**src/rtl/level_sensor_filter.sv**
```systemverilog
// Tank-level probe conditioner: per-probe 2-flop sync + debounce, thermometer consistency FSM.
// Define LEVEL_FAULT_LATCH_EN to make FAULT sticky (only reset leaves it).
module level_sensor_filter #(
    parameter int DEBOUNCE_CYCLES = 16,
    parameter int FAULT_CYCLES    = 64
) (
    input  logic clock,
    input  logic reset,
    input  logic rawHigh,
    input  logic rawMedium,
    input  logic rawLow,
    output logic highLevel,
    output logic mediumLevel,
    output logic lowLevel,
    output logic levelValid,
    output logic sensorFault,
    output logic levelChanged
);

    localparam int DW = $clog2(DEBOUNCE_CYCLES + 1);
    localparam int FW = $clog2(FAULT_CYCLES + 1);
    // INIT counts to DEBOUNCE_CYCLES+2 on the shared timer, so widen it when needed.
    localparam int IW = $clog2(DEBOUNCE_CYCLES + 3);
    localparam int TW = (FW > IW) ? FW : IW;

    typedef enum logic [1:0] {
        ST_INIT,
        ST_VALID,
        ST_SUSPECT,
        ST_FAULT
    } state_t;

    logic [2:0] raw_vec;
    logic [2:0] deb_vec;

    assign raw_vec = {rawHigh, rawMedium, rawLow};

    generate
        for (genvar gi = 0; gi < 3; gi++) begin : g_probe
            logic          sync1_q, sync1_d;
            logic          sync2_q, sync2_d;
            logic          deb_q, deb_d;
            logic [DW-1:0] cnt_q, cnt_d;

            always_comb begin
                sync1_d = raw_vec[gi];
                sync2_d = sync1_q;
                deb_d   = deb_q;
                cnt_d   = '0;
                if (sync2_q != deb_q) begin
                    if (cnt_q == DW'(DEBOUNCE_CYCLES - 1)) begin
                        deb_d = ~deb_q;
                    end else begin
                        cnt_d = cnt_q + 1'b1;
                    end
                end
            end

            always_ff @(posedge clock) begin
                if (reset) begin
                    sync1_q <= 1'b0;
                    sync2_q <= 1'b0;
                    deb_q   <= 1'b0;
                    cnt_q   <= '0;
                end else begin
                    sync1_q <= sync1_d;
                    sync2_q <= sync2_d;
                    deb_q   <= deb_d;
                    cnt_q   <= cnt_d;
                end
            end

            assign deb_vec[gi] = deb_q;
        end
    endgenerate

    logic consistent;

    always_comb begin
        consistent = 1'b0;
        case (deb_vec)
            3'b000, 3'b001, 3'b011, 3'b111: consistent = 1'b1;
            default:                        consistent = 1'b0;
        endcase
    end

    state_t        state_q, state_d;
    logic [TW-1:0] timer_q, timer_d;
    logic [2:0]    out_q, out_d;
    logic          changed_q, changed_d;

    always_comb begin
        state_d = state_q;
        timer_d = timer_q;
        out_d   = out_q;
        case (state_q)
            ST_INIT: begin
                if (timer_q == TW'(DEBOUNCE_CYCLES + 2)) begin
                    timer_d = '0;
                    if (consistent) begin
                        state_d = ST_VALID;
                        out_d   = deb_vec;
                    end else begin
                        state_d = ST_SUSPECT;
                    end
                end else begin
                    timer_d = timer_q + 1'b1;
                end
            end
            ST_VALID: begin
                timer_d = '0;
                if (consistent) begin
                    out_d = deb_vec;
                end else begin
                    state_d = ST_SUSPECT;
                end
            end
            ST_SUSPECT: begin
                if (consistent) begin
                    state_d = ST_VALID;
                    out_d   = deb_vec;
                    timer_d = '0;
                end else if (timer_q == TW'(FAULT_CYCLES - 1)) begin
                    state_d = ST_FAULT;
                    timer_d = '0;
                end else begin
                    timer_d = timer_q + 1'b1;
                end
            end
            ST_FAULT: begin
`ifdef LEVEL_FAULT_LATCH_EN
                timer_d = '0;
`else
                // Recovery needs an unbroken run of consistent cycles.
                if (!consistent) begin
                    timer_d = '0;
                end else if (timer_q == TW'(FAULT_CYCLES - 1)) begin
                    state_d = ST_VALID;
                    out_d   = deb_vec;
                    timer_d = '0;
                end else begin
                    timer_d = timer_q + 1'b1;
                end
`endif
            end
            default: begin
                state_d = ST_INIT;
                timer_d = '0;
                out_d   = 3'b000;
            end
        endcase
        changed_d = (out_d != out_q);
    end

    always_ff @(posedge clock) begin
        if (reset) begin
            state_q   <= ST_INIT;
            timer_q   <= '0;
            out_q     <= 3'b000;
            changed_q <= 1'b0;
        end else begin
            state_q   <= state_d;
            timer_q   <= timer_d;
            out_q     <= out_d;
            changed_q <= changed_d;
        end
    end

    assign highLevel    = out_q[2];
    assign mediumLevel  = out_q[1];
    assign lowLevel     = out_q[0];
    assign levelValid   = (state_q == ST_VALID);
    assign sensorFault  = (state_q == ST_FAULT);
    assign levelChanged = changed_q;

endmodule
```
**config.mk**
```make
export PLATFORM = sky130hd
export DESIGN_NAME = level_sensor_filter
export DESIGN_NICKNAME = d
export VERILOG_FILES = /design/src/rtl/level_sensor_filter.sv
export SDC_FILE = /design/constraint.sdc
export NUM_CORES = 1
export LEC_CHECK = 0
export ABC_AREA = 1
export CAP_MARGIN = 20
export CORE_UTILIZATION = 30
export DETAILED_ROUTE_END_ITERATION = 10
export SETUP_SLACK_MARGIN = 0.4
export SKIP_CTS_REPAIR_TIMING = 1
export SLEW_MARGIN = 5
export SYNTH_ARGS = -nofsm -noshare
export SYNTH_HDL_FRONTEND = slang
export SYNTH_SLANG_ARGS = --single-unit
export TNS_END_PERCENT = 1
```
**constraint.sdc**
```tcl
create_clock -name clock -period 2.78 [get_ports clock]
set_input_delay 0.417 -clock clock [delete_from_list [all_inputs] [get_ports clock]]
set_output_delay 0.417 -clock clock [all_outputs]
set_load 0.005 [all_outputs]
```
==> impl_metrics.csv <==
group,metric,value,unit
timing,slew_headroom,61.55,%
floorplanning,die_h,80.01,µm
timing,timing.final.crit_share,72.37,%
timing,fin_crit,2.012,ns
critical_path,cp_max_fo,6,
synth,ys_warn_count,0,
layout,syn2layout_area_growth,16.04,%
layout,mostFrequentLayoutCells,"inv_1 (39), nor2_1 (39), nand2_1 (37), dfxtp_1 (37), a21oi_1 (18)",
floorplanning,die_area,0.006401,mm²
routing,drt_iter0_drc,84,
power,ir_drop,0.2577,mV
routing,viasPerCell,4.555,
timing,worst_pin_slew,0.5749,ns
critical_path,startpoint_type,"flop",
synth,synth_top_area_share,40.58,%
global_route,grt_pass1_wl,5768,µm
power,power_leakage,0.8365,nW
routing,firstDrtPassIters,4,
layout,area.sequential,740.7,µm²
place,gp_congestion,0.8300,
global_route,grt_max_degree,17,
global_route,track_usage,11.56,%
critical_path,path_buf_inv,1,
power,power_density,616.7,mW/mm²
floorplanning,io_pins,11,
clock_tree,cts_tree,"built",
power,power,1.306,mW
routing,vias,1535,
layout,drive_gt1_share,5.344,%
timing,clock.fmax,497.0,MHz
floorplanning,start_util,31.02,%
place,placedCellCount,329,
routing,post_drt_wl_per_cell,9.754,µm
layout,multiInputGateArea,925.9,µm²
clock_tree,htree_levels,2,
layout,final_nets,279,
critical_path,cp-end-kind,"output pin",
critical_path,crit_arrival,1.59,ns
place,place_area,0.002007,mm²
outcome,status,"completed",
synth,ys_seq_elements,37,
place,dp_hpwl,2526,µm
timing,finalMaxSlewViolations,0,
critical_path,critPathTopFamily,"buffers and inverters",
synth,yosys.area.top_type,"dfxtp_1",
synth,ys_types,25,
routing,drc,0,
synth,yosysSeqAreaShare,40.58,%
layout,fin_area,0.002118,mm²
synth,synthTopCellsByArea,"dfxtp_1 (41%), ha_1 (8.9%), inv_1 (8.0%)",
critical_path,path_cells,"ha_1 > clkdlybuf4s50_1",
global_route,grt_pass1_vias,1344,
place,io_buffers,10,
global_route,grt-ovfl-total,0,
routing,ant_nets,0,
layout,fin_cells,337,
clock_tree,clkSinkCount,37,
critical_path,slowest_stage,"clkdlybuf4s50_1",
critical_path,path_class,"reg2out",
synth,syn_avg_cell_area,7.391,µm²
critical_path,path_depth,2,
layout,postLayoutCoreUtil,35.99,%
routing,routed_wl,3287,µm
synth,synthesis.area,0.001826,mm²
layout,antenna_cells,0,
clock_tree,insertion_delay,0.29,ns
clock_tree,cts-root-buf,"clkbuf_8",
synth,syn_inst,247,
clock_tree,cts.clk_slew.worst_paths,0.07,ns
synth,syn_nets,265,
timing,setup_tns,0,ns
critical_path,cp.required,2.36,ns
min_path,holdPathStages,2,
timing,skew,0.002678,ns
layout,fillers,638,
critical_path,rr_worst_depth,11,
timing,rsz0062_at_grt,"no",
clock_tree,cts_buffers,5,
timing,hold_viol,0,
clock_tree,cts_buffer_depth,2,
min_path,hold_path.class,"reg2reg",
critical_path,critPathMaxStageDelay,0.56,ns
job,cap_violations,0,
floorplanning,core_area,0.005886,mm²
timing,setup_viol,0,
global_route,antenna_found_initial,0,
floorplanning,chipWidth,80.01,µm
floorplanning,fp-row-count,28,
-- flip-flops by register name, indices dropped and copies added, names as in the netlist --
name,flops
state_q,2
levelChanged,1
g_probe.cnt_q,15
g_probe.sync1_q,3
timer_q,7
g_probe.sync2_q,3
out_q,3
g_probe.deb_q,3
-- per-layer routing --
| metal | wire length [µm] | vias to the layer above | track usage, % |
|---|---|---|---|
| met4 | 8 | 0 | 4.286 |
| met1 | 1574 | 676 | 13.70 |
| met3 | 165 | 2 | 3.543 |
| met2 | 1539 | 27 | 19.49 |
| met5 | 0 | - | 0 |
| li1 | - | 830 | - |
-- tightest hold or removal path, cell delays in order (launching register included) --
cell and delay [ns]:
dfxtp_1 0.30, inv_1 0.04, nor2_1 0.03
-- cells by family after synthesis --
logic type / synth area share, %
adder cells (fa/ha/maj): 8.910
flip-flops: 40.58
AO/OA/AOI/OAI: 13.91
AND/OR/NAND/NOR: 27.90
buffers and inverters: 8.704
-- per-stage QoR --
stage / worst slack [ns] / hold slack [ns]
after detailed placement: 0.7867 / 0.3962
after global routing: 0.6613 / 0.4272
after global placement: 0.8215 / 0.3895
after floorplan: 1.291 / 0.3883
after CTS: 0.7380 / 0.4068
final: 0.7680 / 0.4043
-- power breakdown --
part | switching (mW) | internal (mW)
combinational | 0.162 | 0.0942
clock | 0.191 | 0.269
sequential | 0.0312 | 0.559
total | 0.384 | 0.922
-- Yosys cell counts, drive strengths merged --
master,n
nor3,4
o21ai,12
nand2,38
o21bai,4
nand4,6
inv,39
a211oi,1
nor3b,4
a31oi,1
ha,13
nand3,19
dfxtp,37
o211ai,5
nor2,41
buf,1
clkbuf,2
o311a,1
a21oi,19
-- final cells by class --
type / instances / area share [%]
clock buffer: 6 / 3.426
clock inverter: 2 / 1.831
inverter: 39 / 6.911
multi-input combinational: 168 / 43.71
sequential: 37 / 34.97
tap: 75 / 4.430
timing repair buffer: 10 / 4.725
-- path summary, 6_finish.rpt --
path                                  from                            end  slack [ns]
min          g_probe[2].sync1_q$_SDFF_PP0_  g_probe[2].sync2_q$_SDFF_PP0_        0.40
max reg2reg        state_q[0]$_SDFFE_PP0P_        levelChanged$_SDFF_PP0_        1.02
max                state_q[0]$_SDFFE_PP0P_                    sensorFault        0.77
min reg2reg  g_probe[2].sync1_q$_SDFF_PP0_  g_probe[2].sync2_q$_SDFF_PP0_        0.40
(Power assumes the default switching activity.)
==> RTL edit 1, RTL diff (same flow settings) <==
Encoding of `state_t`: now Gray code (2 bits for 4 states).
--- a/src/rtl/level_sensor_filter.sv
+++ b/src/rtl/level_sensor_filter.sv
@@ -24,10 +24,10 @@
     localparam int TW = (FW > IW) ? FW : IW;
 
     typedef enum logic [1:0] {
-        ST_INIT,
-        ST_VALID,
-        ST_SUSPECT,
-        ST_FAULT
+        ST_INIT    = 2'b00,
+        ST_VALID   = 2'b01,
+        ST_SUSPECT = 2'b11,
+        ST_FAULT   = 2'b10
     } state_t;
 
     logic [2:0] raw_vec;
Behaviour: same outputs for any inputs over 10 cycles, from zero or initial values and one cycle with reset high; not proved beyond that.
==> RTL edit 1 against the unedited design <==
  * Sequential cell count unchanged
  * Routed wire length decreased by 13%
  * Setup slack improved by 0.15 ns
  * Worst hold slack got worse by 0.00075 ns
  * First-iteration DRC count down 40%
  * Cell area down 7.9%
  * Global-route usage down 0.44 points
  * Non-clock buffer count unchanged
  * Synthesized area shrank 7.7%
  * Fmax is 8.1% higher
  * Highest routed layer unchanged
  * Critical path depth rose by 1
  * Sequential share of layout area increased by 3.0 points
  * Critical path type unchanged
  * Largest cell class unchanged
Power is not compared: it rests on default switching activity, and its combinational part moved more than twofold at a synthesized area within 25%.
==> RTL edit 1: results (changes against the unedited design) <==
* First drt pass iteration count at 6 (+2)
* Overall routing resource usage at 11.1% (-0.44 points)
* Area contributors post-synth: dfxtp_1 44%, nor2_1 9.1%, inv_1 8.9%
* Seq/Total Area, Yosys at 44.0% (+3.4 points)
* Nets at 252 (-9.7%)
* Filler instances at 556 (-13%)
* Commonest cells post-synth: 41 x nor2_1, 40 x inv_1, 37 x dfxtp_1
* Metal2 WL at 1280 um (-17%)
* # clk buffers at 7 (+1)
* CP delay by family, top: buffers and inverters
* Max Used Layer: met4
* Seq area share at 38.0% (+3.0 points)
* Via density at 4.37 (-4.1%)
* Area fraction in compound gates after synthesis at 12.3% (-1.7 points)
* Syn avg cell area at 7.52 um2 (+1.7%)
* Vias in the first global route at 1280 (-4.8%)
* Met3 Use GR at 3.57% (+0.029 points)
* M2 GR Usage at 18.3% (-1.2 points)
* R2r worst-path depth at 10 (-1)
* Maximum vdd drop at around 0.00017 V
* Detailed Place HPWL at 2170 um (-14%)
* Ys async rst share at 0% (unchanged)
* Pre-CTS setup slack at 0.708 ns (-0.0787 ns)
* DR WL/cell at 9.23 um (-5.4%)
* First-pass GRT wire length at 5220 um (-9.4%)
* R2R setup slack at 1.14 ns (+0.12 ns)
* Worst stage delay on the critical path at 0.52 ns (-0.04 ns)
* Worst-Margin Slew at 0.640 ns (+0.0647 ns)
* Multi-input gate share of total cell area at 40.0% (-3.7 points)
* Status: finished, final reports clean
* Ratio of cells with drive above 1 in the final layout at 6.28% (+0.93 points)
* Sink Count at 37 (unchanged)
* Syn_nets at 237 (-11%)
* Multi-input gates at 144 (-14%)
* Worst R2R Start: timer_q[0]$_SDFF_PP0_
* Critical Path Start: state_q[1]$_SDFFE_PP0P_
* Adder-Cell Fraction of Synth Area at 5.94% (-3.0 points)
* Finished Cell Area at 0.00195 mm2 (-7.9%)
* XOR/XNOR share of the synthesized area at 0.520% (+0.52 points)
* Non-clock buffers, area share at 5.13% (+0.41 points)
* Routability Congestion at 0.779 (-6.1%)
* Max Clock Skew at 0.00568 ns (+0.00300 ns)
* GR Layer Usage met1 at 12.8% (-0.89 points)
* Initial DRC count at 50 (-40%)
* WL met3 at 87 um (-47%)
* Largest net degree at the start of global routing at 18 (+1)
* Final Cycle Share at 67.0% (-5.4 points)
* Post-Syn Area at 0.00168 mm2 (-7.7%)
* Inverters at 41 (+5.1%)
* Clock-cell share at 4.43% (-0.83 points)
* Met1 WL at 1420 um (-9.7%)
* Worst Path Arrival at 1.44 ns (-0.15 ns)
* Cell area after placement at 0.00186 mm2 (-7.1%)
* Synth cell types at 23 (-8.0%)
* Vias at 1350 (-12%)
* Post-Place Cells at 302 (-8.2%)
## RTL edit 1: changes by cell type after synthesis, sizes merged, moves of 2 or more
cell / delta
nand4: -2
nand2: -10
nand3: -3
o21ai: -5
nor2: +5
a21oi: -3
ha: -5
## RTL edit 1: how the worst min path moves through the flow
stage,slack (ns),end,start
after floorplan,0.39,g_probe[0].sync2_q$_SDFF_PP0_,g_probe[0].sync1_q$_SDFF_PP0_
after global placement,0.39,g_probe[0].sync2_q$_SDFF_PP0_,g_probe[0].sync1_q$_SDFF_PP0_
after detailed placement,0.39,g_probe[2].sync2_q$_SDFF_PP0_,g_probe[2].sync1_q$_SDFF_PP0_
after CTS,0.40,g_probe[0].sync2_q$_SDFF_PP0_,g_probe[0].sync1_q$_SDFF_PP0_
after global routing,0.41,g_probe[0].sync2_q$_SDFF_PP0_,g_probe[0].sync1_q$_SDFF_PP0_
final,0.40,g_probe[0].sync2_q$_SDFF_PP0_,g_probe[0].sync1_q$_SDFF_PP0_
==> RTL edit 2, RTL diff (same flow settings) <==
Without the edit above. The option `LEVEL_FAULT_LATCH_EN` is turned on by a define.
--- a/src/rtl/level_sensor_filter.sv
+++ b/src/rtl/level_sensor_filter.sv
@@ -1,5 +1,7 @@
 // Tank-level probe conditioner: per-probe 2-flop sync + debounce, thermometer consistency FSM.
 // Define LEVEL_FAULT_LATCH_EN to make FAULT sticky (only reset leaves it).
+`define LEVEL_FAULT_LATCH_EN
+
 module level_sensor_filter #(
     parameter int DEBOUNCE_CYCLES = 16,
     parameter int FAULT_CYCLES    = 64
Formal check against the unedited RTL: no difference found for any inputs over 10 cycles, from zero or initial values and one cycle with reset high; that may be too few to reach the edited logic, so the function may still have changed.
==> RTL edit 2 against the unedited design <==
  * Synthesized area down 5.8%
  * Sequential cell count unchanged
  * Setup slack better by 0.15 ns
  * Via count down 13%
  * Cell area down 3.7%
  * Routed wire length down 17%
  * Non-clock buffer count unchanged
  * Largest cell class unchanged
  * Highest routed layer unchanged
Power is not compared: it rests on default switching activity, and its combinational part moved more than twofold at a synthesized area within 25%.
==> RTL edit 2: results (changes against the unedited design) <==
* Status: finished, final reports clean
* Worst hold start: g_probe[2].sync1_q$_SDFF_PP0_
* Synth cell types at 24 (-4.0%)
* Area contributors post-synth: dfxtp_1 43%, nor2_1 9.6%, ha_1 8.7%
* Nets at 259 (-7.2%)
* Seq/Total Area, Yosys at 43.1% (+2.5 points)
* Worst stage delay on the critical path at 0.52 ns (-0.04 ns)
* Ratio of cells with drive above 1 in the final layout at 9.05% (+3.7 points)
* R2R setup slack at 1.22 ns (+0.20 ns)
* Adder-Cell Fraction of Synth Area at 8.73% (-0.18 points)
* Cell area after placement at 0.00190 mm2 (-5.2%)
* Commonest cells post-synth: 44 x nor2_1, 37 x dfxtp_1, 37 x inv_1
* Critical Path Start: state_q[1]$_SDFFE_PP0P_
* Area fraction in compound gates after synthesis at 11.6% (-2.3 points)
* Largest net degree at the start of global routing at 18 (+1)
* Hold slack at 0.407 ns (+0.00311 ns)
* Initial antenna violation count at 0 (unchanged)
* Filler instances at 572 (-10%)
* Pre-CTS setup slack at 0.768 ns (-0.0188 ns)
* R2r worst-path depth at 9 (-2)
* Worst-Margin Slew at 0.637 ns (+0.0618 ns)
* Routability Congestion at 0.799 (-3.7%)
* Cells after Synth at 227 (-8.1%)
* Syn_nets at 244 (-7.9%)
* Mux cell area share after synthesis at 0% (unchanged)
* Non-Filler Instances at 315 (-6.5%)
* DRT Wirelength at 2720 um (-17%)
* XOR/XNOR share of the synthesized area at 0.509% (+0.51 points)
* First drt pass iteration count at 5 (+1)
* Worst Path Arrival at 1.44 ns (-0.15 ns)
* Detailed Place HPWL at 2000 um (-21%)
* Total power draw at 1.20 mW
* Overall routing resource usage at 10.7% (-0.86 points)
* First-pass GRT wire length at 5070 um (-12%)
* Final Cycle Share at 66.8% (-5.6 points)
* CTS clock-pin slew for the worst setup and hold paths at 0.08 ns
* Via density at 4.25 (-6.6%)
* Leakage power at 0.830 nW
* Post-Place Cells at 307 (-6.7%)
* Clock latency on the worst-skew pair at 0.29 ns (about the same)
* Vias in the first global route at 1235 (-8.1%)
* Worst Path Max Fanout at 4 (-2)
* Initial DRC count at 33 (-61%)
* Max Clock Skew at 0.00702 ns (+0.00434 ns)
* Diodes inserted at 0 (unchanged)
* CP delay by family, top: buffers and inverters
* Largest registers: g_probe.cnt_q (15), timer_q (7)
* Ys async rst share at 0% (unchanged)
RTL edit 2: changes by cell type in the layout (fill, tap and decap cells not counted), moves of 3 or more:
cell	unedited run	this run
a21oi_1	18	13
nand2_1	37	34
nand3_1	17	12
nand4_1	6	1
nor2_1	39	44
nor3_1	4	0
RTL edit 2: metal layers:
layer / wire [um] / vias up / GRT usage [%]
met1: 1410 / 571 / 13.0
li1: - / 745 / -
met3: 97 / 7 / 3.53
met2: 1150 / 17 / 16.7
met4: 60 / 0 / 5.66
met5: 0 / - / 0
RTL edit 2: final cells by class:
type / instances / area (um2) / area share, %
Multi-Input combinational cell: 149 / 823 / 40.4
Sequential cell: 37 / 741 / 36.3
Inverter: 39 / 148 / 7.24
Timing Repair Buffer: 10 / 100 / 4.91
Tap cell: 72 / 90.1 / 4.42
Clock buffer: 5 / 68.8 / 3.37
Clock inverter: 3 / 68.8 / 3.37
